===== config.mk =====
export PLATFORM = sky130hd
export DESIGN_NAME = guess_entry_buffer
export DESIGN_NICKNAME = d
export VERILOG_FILES = /design/src/rtl/bac_pkg.sv /design/src/rtl/key_debouncer.sv /design/src/rtl/guess_entry_buffer.sv
export SDC_FILE = /design/constraint.sdc
export NUM_CORES = 1
export LEC_CHECK = 0
export ABC_AREA = 1
export BUFFER_PORTS_ARGS = -buffer_cell sky130_fd_sc_hd__clkbuf_2
export CAP_MARGIN = 20
export CORE_ASPECT_RATIO = 0.75
export CORE_MARGIN = 8
export CORE_UTILIZATION = 50
export CTS_CLUSTER_DIAMETER = 200
export DETAILED_ROUTE_END_ITERATION = 10
export PLACE_DENSITY = 0.68
export SLEW_MARGIN = 10
export SYNTH_ARGS = -nofsm -noshare
export SYNTH_HDL_FRONTEND = slang
export SYNTH_SLANG_ARGS = --single-unit

===== constraint.sdc =====
create_clock -name clk -period 1.6 [get_ports clk]
set_input_delay 0.4 -clock clk [delete_from_list [all_inputs] [get_ports clk]]
set_output_delay 0.4 -clock clk [all_outputs]
set_load 0.02 [all_outputs]

===== src/rtl/bac_pkg.sv =====
// Shared Bulls-and-Cows constants: digit count, empty-nibble marker and
// the guess entry FSM encodings.
package bac_pkg;

    localparam int         NUM_DIGITS  = 4;
    localparam logic [3:0] EMPTY_DIGIT = 4'hF;

    localparam logic [1:0] COLLECT = 2'd0;
    localparam logic [1:0] PENDING = 2'd1;
    localparam logic [1:0] SHOWN   = 2'd2;

    function automatic logic [3:0] nibble_at(input logic [15:0] g, input int idx);
        return g[4*(NUM_DIGITS-1-idx) +: 4];
    endfunction

endpackage


===== src/rtl/key_debouncer.sv =====
// Synchronises and debounces the ten digit keys, then emits a one-cycle
// press event with the digit index when exactly one key becomes pressed.
module key_debouncer #(
    parameter int DEBOUNCE_CYCLES = 500000
) (
    input  logic       clk,
    input  logic       rst_n,
    input  logic [9:0] key,
    output logic       press_evt,
    output logic [3:0] press_digit
);

    localparam int             CW     = $clog2(DEBOUNCE_CYCLES + 1);
    localparam logic [CW-1:0] RELOAD = CW'(DEBOUNCE_CYCLES - 1);

    logic [9:0]    sync1;
    logic [9:0]    sync2;
    logic [9:0]    cand;
    logic [9:0]    stable_key;
    logic [CW-1:0] cnt;
    logic          settled;
    logic          armed;
    logic          one_hot;
    logic [3:0]    enc;

    always_comb begin
        one_hot = (cand != 10'd0) && ((cand & (cand - 10'd1)) == 10'd0);
        enc     = 4'd0;
        for (int i = 0; i < 10; i++) begin
            if (cand[i]) enc = 4'(i);
        end
    end

    // armed stays low until an all-released vector has been observed, so a
    // key held through reset never turns into a press.
    always_ff @(posedge clk or negedge rst_n) begin
        if (!rst_n) begin
            sync1       <= '0;
            sync2       <= '0;
            cand        <= '0;
            stable_key  <= '0;
            cnt         <= '0;
            settled     <= 1'b0;
            armed       <= 1'b0;
            press_evt   <= 1'b0;
            press_digit <= 4'd0;
        end else begin
            sync1     <= key;
            sync2     <= sync1;
            settled   <= 1'b1;
            press_evt <= 1'b0;
            if (sync2 != cand) begin
                cand <= sync2;
                cnt  <= RELOAD;
            end else if (cnt != '0) begin
                cnt <= cnt - 1'b1;
            end else if (cand != stable_key) begin
                stable_key  <= cand;
                press_evt   <= armed && (stable_key == 10'd0) && one_hot;
                press_digit <= enc;
            end
            if (settled && sync1 == 10'd0 && sync2 == 10'd0 && cand == 10'd0 && cnt == '0)
                armed <= 1'b1;
        end
    end

endmodule


===== src/rtl/guess_entry_buffer.sv =====
// Collects a four-digit guess from the debounced keys and offers it to the
// scoring logic over a valid/ready handshake.
import bac_pkg::*;

module guess_entry_buffer #(
    parameter int DEBOUNCE_CYCLES = 500000,
    parameter bit ALLOW_DUP       = 1'b0
) (
    input  logic        clk,
    input  logic        rst_n,
    input  logic [9:0]  key,
    input  logic        clear,
    input  logic        ready,
    output logic [15:0] guess,
    output logic [2:0]  digit_count,
    output logic        guess_valid,
    output logic        dup_reject,
    output logic [7:0]  attempts
);

    logic [1:0]  state;
    logic        press_evt;
    logic [3:0]  press_digit;
    logic        is_dup;
    logic [15:0] ins_guess;

    key_debouncer #(
        .DEBOUNCE_CYCLES(DEBOUNCE_CYCLES)
    ) u_key_debouncer (
        .clk        (clk),
        .rst_n      (rst_n),
        .key        (key),
        .press_evt  (press_evt),
        .press_digit(press_digit)
    );

    // Only nibbles below digit_count hold real digits.
    always_comb begin
        is_dup    = 1'b0;
        ins_guess = guess;
        for (int i = 0; i < NUM_DIGITS; i++) begin
            if (3'(i) < digit_count && nibble_at(guess, i) == press_digit)
                is_dup = 1'b1;
            if (3'(i) == digit_count)
                ins_guess[4*(NUM_DIGITS-1-i) +: 4] = press_digit;
        end
    end

    assign guess_valid = (state == PENDING);

    always_ff @(posedge clk or negedge rst_n) begin
        if (!rst_n) begin
            state       <= COLLECT;
            guess       <= {NUM_DIGITS{EMPTY_DIGIT}};
            digit_count <= 3'd0;
            dup_reject  <= 1'b0;
            attempts    <= 8'd0;
        end else begin
            dup_reject <= 1'b0;
            if (clear) begin
                state       <= COLLECT;
                guess       <= {NUM_DIGITS{EMPTY_DIGIT}};
                digit_count <= 3'd0;
            end else begin
                case (state)
                    COLLECT: begin
                        if (press_evt) begin
                            if (!ALLOW_DUP && is_dup) begin
                                dup_reject <= 1'b1;
                            end else begin
                                guess       <= ins_guess;
                                digit_count <= digit_count + 3'd1;
                                if (digit_count == 3'(NUM_DIGITS - 1))
                                    state <= PENDING;
                            end
                        end
                    end
                    PENDING: begin
                        if (ready) begin
                            state <= SHOWN;
                            if (attempts != 8'hFF)
                                attempts <= attempts + 8'd1;
                        end
                    end
                    SHOWN: begin
                        if (press_evt) begin
                            guess       <= {press_digit, {(NUM_DIGITS-1){EMPTY_DIGIT}}};
                            digit_count <= 3'd1;
                            state       <= COLLECT;
                        end
                    end
                    default: state <= COLLECT;
                endcase
            end
        end
    end

endmodule


==> results summary, run 1 <==
The number of global-route vias before repair is 4419. The number of buffers between clock root and the deepest sink is 2. The core outline area came out at 0.00966 mm^2. The total length of routed wires is 13800 um. STA puts the critical path data arrival time at 2.08 ns. The path class of the tightest hold or removal check is input pin to async pin. The overall power consumption came out at 0.00804 W. The flop-to-flop setup slack is -0.19 ns. During placement, the flow inserted port buffers numbering 42. The final critical-path required period came out at 1.79 ns. From synthesis to final layout, the design area changed by 35.9%. Setup repair after global routing could not meet its margin everywhere.

The full die area is 0.0134 mm^2. The length in cells of the worst reg-to-reg path came out at 9. The final critical-path setup slack is -0.194 ns. The global-route congestion overflow total came out at 0.

The routed length per instance came out at 15.8 um. The TritonCTS clock tree is done. From left edge to right edge, the die measures 131 um.

The distinct cell type count of the synthesized netlist is 43. The standard-cell row count came out at 31. Of the cells placed in the final design, the portion with a size suffix greater than 1 is 0.406.

The mean instance size in the synthesized netlist is 8.02 um^2. In this run, CTS created clock tree buffers numbering 9. The post-synthesis instance area is 0.00497 mm^2.

By startpoint and endpoint, the worst setup path is classified as register to register. The CTS sink count came out at 96. The number of antenna violations at the first check in global routing is 0. The count of unresolved DRC violations after routing came out at 0. The maximum level of the CTS H-tree came out at 3.

The area taken by flip-flops and latches came out at 0.00244 mm^2. The first-pass GRT wire length is 21300 um. The data required time of the worst path came out at 1.88 ns. The count of nets after finishing came out at 753. Summed over all cells, the static leakage comes to 3.36 nW. The portion of the post-synthesis area used by sequential elements is 0.488. The post-CTS clock slew at the launch and capture registers of the worst setup and hold paths came out at 0.07 ns. The mean number of vias per cell is 5.31. The kind of start point of the critical path is a register. The insertion delay of the later-clocked pin in the worst-skew pair is 0.35 ns. The multi-input combinational cells in the finished layout cover a total of 0.00261 mm^2. The number of primary I/O pins came out at 43. The final max-slew violation count came out at 0. The area share of the largest cell type after synthesis is 0.403. Buffers inserted to repair hold after CTS numbered 0.

The largest voltage drop on the vdd net is 1000 uV. The aggregate negative setup slack is -4.37 ns. In this run the worst path has a maximum fanout of 5.

The leading area contributor after synthesis is sky130_fd_sc_hd__dfrtp_1. The power density over the cells is 1190 mW/mm^2. The global-route total usage across every layer is 0.204. The number of design-rule violations left by the first detailed-router iteration came out at 395. For the pin with the worst max-slew slack, the measured transition is 0.517 ns. The period utilization is 1.12.

The number of detailed-route iterations in the first pass is 6. The run finished, with violations left. The maximum clock skew at final layout is 0.00549 ns. The pin count of the biggest net entering global routing is 50. The number of inserted filler cells in the final layout came out at 703. The post-place instance area is 0.00572 mm^2. The cell sitting at the root of the clock tree is a sky130_fd_sc_hd__clkbuf_16.

The final weighted congestion in routability-driven placement came out at 0.931. The checks that failed: negative setup slack. The antenna diode count is 0. The count of max-cap constraint violations is 0. The post-DP HPWL came out at 9270 um.

The net count after synthesis came out at 638. The Yosys step of the flow raised 0 warnings. The worst reg2reg path endpoint is digit_count[1].

The headroom to the max-slew limit is 0.653. The launching point of the worst reg2reg path is guess[14]. The final-report setup violation count came out at 46. The flip-flop and latch count after synthesis is 96.

STA classifies the critical path endpoint as a register. Ranked by total cell area, the synthesized netlist is headed by sky130_fd_sc_hd__dfrtp_1 40%, sky130_fd_sc_hd__nand2_1 13%, sky130_fd_sc_hd__dfstp_2 8.5%, sky130_fd_sc_hd__nand3_1 6.4%, sky130_fd_sc_hd__inv_1 5.6%. Once detail routing completed, the nets flagged for antenna violations numbered 0. The total number of vias came out at 4623. The starting density of the core is 0.514. Measured along the y axis, the die boundary spans 102 um. The final hold violation count came out at 0. The post-layout instance area came out at 0.00675 mm^2. For this run, the top clock speed supported by timing is 0.558 GHz. The synthesized instance count is 619.
## Yosys cell counts
cell type,instances
sky130_fd_sc_hd__o21ai_0,11
sky130_fd_sc_hd__nor3_2,5
sky130_fd_sc_hd__clkbuf_1,11
sky130_fd_sc_hd__or2_2,2
sky130_fd_sc_hd__o21ai_2,1
sky130_fd_sc_hd__o211ai_1,4
sky130_fd_sc_hd__xor2_1,19
sky130_fd_sc_hd__inv_2,5
sky130_fd_sc_hd__clkinv_1,1
sky130_fd_sc_hd__nor3_1,10
sky130_fd_sc_hd__nand4_1,12
sky130_fd_sc_hd__nor4b_1,1
sky130_fd_sc_hd__nor3b_4,1
sky130_fd_sc_hd__nand4_4,2
sky130_fd_sc_hd__o21bai_1,4
sky130_fd_sc_hd__nor2_1,66
sky130_fd_sc_hd__nor4_1,3
sky130_fd_sc_hd__nor2_2,3
sky130_fd_sc_hd__buf_2,5
sky130_fd_sc_hd__a211oi_1,1
sky130_fd_sc_hd__mux2_2,1
sky130_fd_sc_hd__ha_1,5
sky130_fd_sc_hd__dfstp_2,16
sky130_fd_sc_hd__xnor2_1,8
sky130_fd_sc_hd__nand3_2,1
sky130_fd_sc_hd__dfrtp_1,80
sky130_fd_sc_hd__nand3b_1,2
sky130_fd_sc_hd__nor3b_1,1
sky130_fd_sc_hd__a21oi_1,15
sky130_fd_sc_hd__buf_6,2
sky130_fd_sc_hd__inv_1,74
sky130_fd_sc_hd__or2_0,1
sky130_fd_sc_hd__o22ai_1,1
sky130_fd_sc_hd__nand2_1,169
sky130_fd_sc_hd__clkbuf_2,2
sky130_fd_sc_hd__conb_1,1
sky130_fd_sc_hd__buf_4,4
sky130_fd_sc_hd__or2_1,1
sky130_fd_sc_hd__a31oi_1,1
sky130_fd_sc_hd__a21oi_2,1
sky130_fd_sc_hd__nand3_1,64
sky130_fd_sc_hd__nand2_4,1
sky130_fd_sc_hd__nor2_8,1
## sequential cells by signal, summed over array words and instances, names as in the netlist
register	cells
attempts	8
u_key_debouncer.sync1	10
u_key_debouncer.cand	10
dup_reject	1
u_key_debouncer.armed	1
guess	16
u_key_debouncer.press_evt	1
u_key_debouncer.settled	1
u_key_debouncer.cnt	19
u_key_debouncer.sync2	10
u_key_debouncer.stable_key	10
u_key_debouncer.press_digit	4
digit_count	3
state	2
## how the worst max path moves through the flow
stage	depth (start not counted)	from	slack, ns	end
2_1_floorplan	8	u_key_debouncer.cand[7]	0.00005	u_key_debouncer.press_digit[3]
4_1_cts	8	u_key_debouncer.cnt[10]	-0.07	u_key_debouncer.stable_key[1]
6_report	9	guess[14]	-0.19	digit_count[1]
5_1_grt	9	guess[14]	-0.27	digit_count[1]
3_5_place_dp	8	u_key_debouncer.cnt[13]	-0.12	u_key_debouncer.cnt[0]
3_3_place_gp	9	u_key_debouncer.cnt[13]	-0.03	u_key_debouncer.cnt[13]
## worst max-delay path, cell delays in order, from the launching register on
cell	delay, ns
sky130_fd_sc_hd__dfstp_2	0.58
sky130_fd_sc_hd__xor2_1	0.23
sky130_fd_sc_hd__nor2_1	0.09
sky130_fd_sc_hd__nand3_1	0.10
sky130_fd_sc_hd__nand2_2	0.07
sky130_fd_sc_hd__o21ai_4	0.23
sky130_fd_sc_hd__buf_6	0.18
sky130_fd_sc_hd__buf_6	0.11
sky130_fd_sc_hd__nand3_2	0.05
sky130_fd_sc_hd__nand2_1	0.09
## routing by layer
layer,up-vias,GRT usage,share of wire
met3,29,0.0396,0.064
met5,-,0,0
li1,2179,-,-
met1,2235,0.287,0.45
met2,180,0.304,0.46
met4,0,0.0800,0.022
## area by class of cell
type	instances	share of cell area
Sequential cell	96	0.361
Multi-Input combinational cell	420	0.387
Clock buffer	9	0.0334
Tap cell	132	0.0245
Clock inverter	7	0.0104
Inverter	80	0.0448
Timing Repair Buffer	127	0.140
## what timing repair did
action,CTS,global route
gates resized for setup,29,135
cloned,2,3
pin swaps,16,56
buffers inserted,7,14
endpoints found under the setup margin,53,63
## stage by stage
step / std cells / util / setup slack (ns) / hold slack, ns
after detailed placement: 830 / 0.592 / -0.119 / 0.353
final: 871 / 0.699 / -0.194 / 0.0305
after global routing: 871 / 0.699 / -0.269 / 0.0504
after floorplan: 619 / - / 0.0000501 / 0.104
after CTS: 855 / 0.640 / -0.0718 / 0.0363
after global placement: 830 / 0.592 / -0.0344 / 0.353
## power by group
group          leakage, nW  total [W]  switching, W  internal [W]
logic                 2.08    0.00266       0.00163       0.00103
registers             1.13    0.00327      0.000362       0.00290
clock network        0.147    0.00211       0.00101       0.00110
total                 3.36    0.00804       0.00300       0.00504
## kinds of logic (layout without fill, tap and decap cells)
logic type,after synthesis,after routing,synth area share
other cells,1,1,0.000755
flops,96,96,0.488
mux,1,1,0.00227
fa+ha+maj,5,5,0.0126
xor+xnor,27,27,0.0476
simple gates,346,347,0.317
compound gates,39,39,0.0458
buf+inv,104,223,0.0864
## layout by cell type, fill, tap and decap left out, types with 4 or more instances in the layout
| cell | instances |
|---|---|
| sky130_fd_sc_hd__inv_2 | 11 |
| sky130_fd_sc_hd__nor2_2 | 16 |
| sky130_fd_sc_hd__nor3_2 | 7 |
| sky130_fd_sc_hd__o21ai_0 | 7 |
| sky130_fd_sc_hd__o211ai_1 | 4 |
| sky130_fd_sc_hd__inv_1 | 67 |
| sky130_fd_sc_hd__dfrtp_2 | 11 |
| sky130_fd_sc_hd__clkbuf_16 | 9 |
| sky130_fd_sc_hd__o21bai_1 | 4 |
| sky130_fd_sc_hd__xor2_1 | 18 |
| sky130_fd_sc_hd__nand2_1 | 126 |
| sky130_fd_sc_hd__nand2_2 | 36 |
| sky130_fd_sc_hd__a21oi_1 | 13 |
| sky130_fd_sc_hd__xnor2_1 | 7 |
| sky130_fd_sc_hd__clkbuf_2 | 39 |
| sky130_fd_sc_hd__nor3_1 | 6 |
| sky130_fd_sc_hd__nand3_2 | 20 |
| sky130_fd_sc_hd__buf_6 | 13 |
| sky130_fd_sc_hd__o21ai_1 | 4 |
| sky130_fd_sc_hd__nand3_1 | 44 |
| sky130_fd_sc_hd__nor2_1 | 43 |
| sky130_fd_sc_hd__nand4_1 | 12 |
| sky130_fd_sc_hd__nor2_4 | 10 |
| sky130_fd_sc_hd__dfrtp_1 | 69 |
| sky130_fd_sc_hd__nand2_4 | 6 |
| sky130_fd_sc_hd__buf_4 | 68 |
| sky130_fd_sc_hd__dfstp_2 | 16 |
Note: power is estimated with default switching activity, not from simulation.
==> inputs of run 2 (changes only) <==
HOLD_SLACK_MARGIN = 0.05   (was default)
SYNTH_HIERARCHICAL = 1   (was default)
==> results summary, run 2 <==
The area growth from synthesis to layout is 35.5%. The number of enable flip-flop cells after synthesis is 0. The core region is 0.0101 mm^2. The share of total power dissipated in the clock network is 0.245. The number of buffers created by CTS came out at 9. The synthesized design spends more area on one cell type than any other, namely sky130_fd_sc_hd__dfrtp_1.

Between clock sinks in the finished design, the worst skew comes to 0.00831 ns. Summing every instance area after synthesis gives 0.00510 mm^2. The number of detailed-route iterations in the first pass came out at 5. Summing internal, switching and leakage power gives 0.00875 W. The final non-filler cell total is 938. The final weighted congestion in routability-driven placement is 0.968. The number of inserted filler cells in the final layout came out at 814. The mean number of vias per cell is 5.26.

The class of the tightest hold or removal check is input pin to register. The quantity of I/O buffers inserted on ports came out at 42. The most frequent cell on the critical path is sky130_fd_sc_hd__nand2_1.

The number of global-route vias before repair is 4420. Along the worst path, the maximum fanout reaches 8. The worst slack at placement came out at -0.0600 ns.

CTS saw 96 sinks. The final hold violation count came out at 0. The checks that failed: negative setup slack. The antenna diode count came out at 0. The die boundary height came out at 103 um. The chip width is 133 um. Dividing the synthesized area by the synthesized cell count gives 7.69 um^2. The number of buffers between clock root and the deepest sink is 2. The global-route total usage across every layer is 0.192. The full die area is 0.0137 mm^2. The maximum cell stage delay along the critical path came out at 0.45 ns.

The static leakage came out at 3.46 nW. The kind of cell with the highest combined delay along the critical path is simple AND/OR/NAND/NOR gates. For this design the total switching power over the nets is 0.00334 W. The part of the power in combinational logic is 0.378. The data required time of the worst path came out at 1.83 ns.

The share of total power dissipated in sequential elements is 0.376. The internal cell power came out at 0.00541 W. After global routing the overflow that remains totals 0. The share of synthesized area in the top cell type comes to 0.393. At the end of the flow, the number of nets in the layout was 816. In the synthesized netlist, the cells that appear most often are 214 x sky130_fd_sc_hd__nand2_1, 80 x sky130_fd_sc_hd__dfrtp_1, 77 x sky130_fd_sc_hd__inv_1. Of all flip-flops after synthesis, the portion carrying an async set or reset was 1.00. The most used flip-flop cell after synthesis is sky130_fd_sc_hd__dfrtp_1. The first-pass GRT wire length came out at 21100 um.

The starting density of the core is 0.505. The critical path goes through nor2_2 > nand2_1 > inv_1 > nand4_4 > buf_12 > o21ai_0 > nand2_1. The yosys synthesis warning count came out at 6.

Among all stages on the critical path, the largest delay is contributed by sky130_fd_sc_hd__dfrtp_1. The synthesized instance count is 663. The portion of the post-synthesis area used by sequential elements came out at 0.475. The category of the worst setup path capture point is a register.

The remaining antenna violation count is 0. The kind of start point of the critical path is a register. The number of antenna violations at the first check in global routing came out at 0.

The number of buffer and inverter stages on the critical path came out at 2. Leaving out fill and tap cells, the most frequent cell in the layout is sky130_fd_sc_hd__nand2_1. The data arrival time of the critical path is 1.83 ns. The share of layout cells above drive strength 1 came out at 0.357. The footprint of the multi-input gates came out at 0.00253 mm^2. The detailed router finished its first iteration with 418 violations.

The number of flip-flops in the largest register came out at 19. The final max-slew violation count came out at 0. In this run the number of H-tree levels came out at 3. The tree is rooted in a sky130_fd_sc_hd__clkbuf_16. The distinct cell type count of the synthesized netlist is 38. The post-DP HPWL came out at 9620 um. The flow ran to the end, but the final reports show violations. The count of unresolved DRC violations after routing is 0. The area taken by flip-flops and latches is 0.00243 mm^2. Setup repair after global routing could not meet its margin everywhere. The final critical-path setup slack came out at -0.00235 ns. The final critical-path required period came out at 1.60 ns. The fmax came out at 0.624 GHz. The number of placed instances with taps included is 897. Leaving out fill and tap cells, the most frequent cells in the layout are 193 x sky130_fd_sc_hd__nand2_1, 84 x sky130_fd_sc_hd__buf_4, 70 x sky130_fd_sc_hd__dfrtp_1. The flip-flop and latch count after synthesis is 96. The detailed router placed 4932 vias in this run. The total length of routed wires is 14200 um.

The net count after synthesis came out at 682. Dividing total power by cell area gives a power density of 1270 mW/mm^2. The standard-cell row count came out at 32. The TritonCTS clock tree is done. After synthesis, the cell types taking the most area are sky130_fd_sc_hd__dfrtp_1 39%, sky130_fd_sc_hd__nand2_1 16%, sky130_fd_sc_hd__dfstp_2 8.2%, sky130_fd_sc_hd__inv_1 5.7%, sky130_fd_sc_hd__nor2_1 4.4%. The switching share of total power is 0.382. The final-report setup violation count came out at 1.

In the final routed layout, each cell accounts on average for 15.2 um. sky130_fd_sc_hd__nand2_1 is the most common cell in the netlist. Of the available clock period, the critical path in the final layout requires 1.00. The pin count of the biggest net entering global routing came out at 43. The utilization of the core after routing came out at 0.685.

The number of primary I/O pins is 43. For the worst-skew pair, the clock arrives at the later sink with an insertion delay of 0.35 ns. Max-cap violations in this run came to 0.

The largest registers in the layout are u_key_debouncer/cnt: 19 flops, guess: 16 flops. The critical setup path kind is register to register. The largest voltage drop on the vdd net is 805 uV. Clock-pin slew was measured on the worst setup and hold paths at 0.07 ns. The register with the most flip-flops is u_key_debouncer/cnt.
==> run 2: cell count changes after synthesis, sizes merged, moves of 3 or more <==
cell and change:
nand2 +48, nand4 +22, nand3 -19, xor2 -11, o21ai +9, inv +7, nor3 -7, xnor2 +7
o21bai -3, or2 -3
==> run 2: metal layers <==
layer	global-route usage	wire, um	up-vias
met5	0	0	-
met4	0.0565	256	0
met3	0.0420	1090	25
met2	0.297	6440	203
met1	0.267	6460	2332
li1	-	-	2372
==> run 2: layout make-up <==
class	count	area share
inverter	87	0.0480
sequential	96	0.352
multi-input combinational	463	0.366
clock inverter	7	0.0118
timing repair buffer	140	0.164
tap	136	0.0246
clock buffer	9	0.0326
==> run 2: logic make-up (layout without fill, tap and decap cells) <==
family,after synthesis,count (layout),synth area share
compound gates,41,41,0.0437
flops,96,96,0.475
buf+inv,110,243,0.0903
fa+ha+maj,5,5,0.0123
other cells,1,1,0.000736
xor+xnor,23,23,0.0395
simple gates,387,393,0.338
==> run 2: worst paths after layout <==
| path | from | endpoint | slack, ns | cells past startpoint |
|---|---|---|---|---|
| setup / recovery | u_key_debouncer/cnt[9] | u_key_debouncer/cnt[1] | -0.002 | 7 |
| hold / removal | key[8] | u_key_debouncer/sync1[8] | 0.15 | 1 |
| setup reg to reg | u_key_debouncer/cnt[9] | u_key_debouncer/cnt[1] | -0.002 | 7 |
| max in group asynchronous | rst_n | guess[5] | 0.64 | 3 |
| hold reg to reg | u_key_debouncer/sync1[7] | u_key_debouncer/sync2[7] | 0.37 | 0 |
| min in group asynchronous | rst_n | u_key_debouncer/cand[1] | 0.43 | 2 |
==> run 2: per-stage QoR <==
step                setup TNS [ns]  hold slack, ns  area [um^2]
floorplan                        0           0.104         5110
global placement           -0.0976           0.239         6010
detailed placement          -0.279           0.240         6010
CTS                              0           0.142         6410
global route                 -1.96           0.137         6910
finish                    -0.00235           0.153         6910
==> run 2: repair_timing <==
item | CTS | global route
buffers inserted | 4 | 13
cloned | 1 | 6
setup endpoints to repair | 22 | 68
hold buffers | 1 | 0
hold endpoints to repair | 4 | 0
pin swaps | 4 | 55
gates resized for setup | 11 | 114
==> run 2: power groups by stage <==
stage | Combinational, W | Sequential, W | Clock, W
global placement | 0.00275 | 0.00328 | 0
floorplan | 0.00133 | 0.00360 | 0
CTS | 0.00296 | 0.00325 | 0.00221
global route | 0.00363 | 0.00333 | 0.00230
detailed placement | 0.00281 | 0.00329 | 0
finish | 0.00331 | 0.00329 | 0.00215
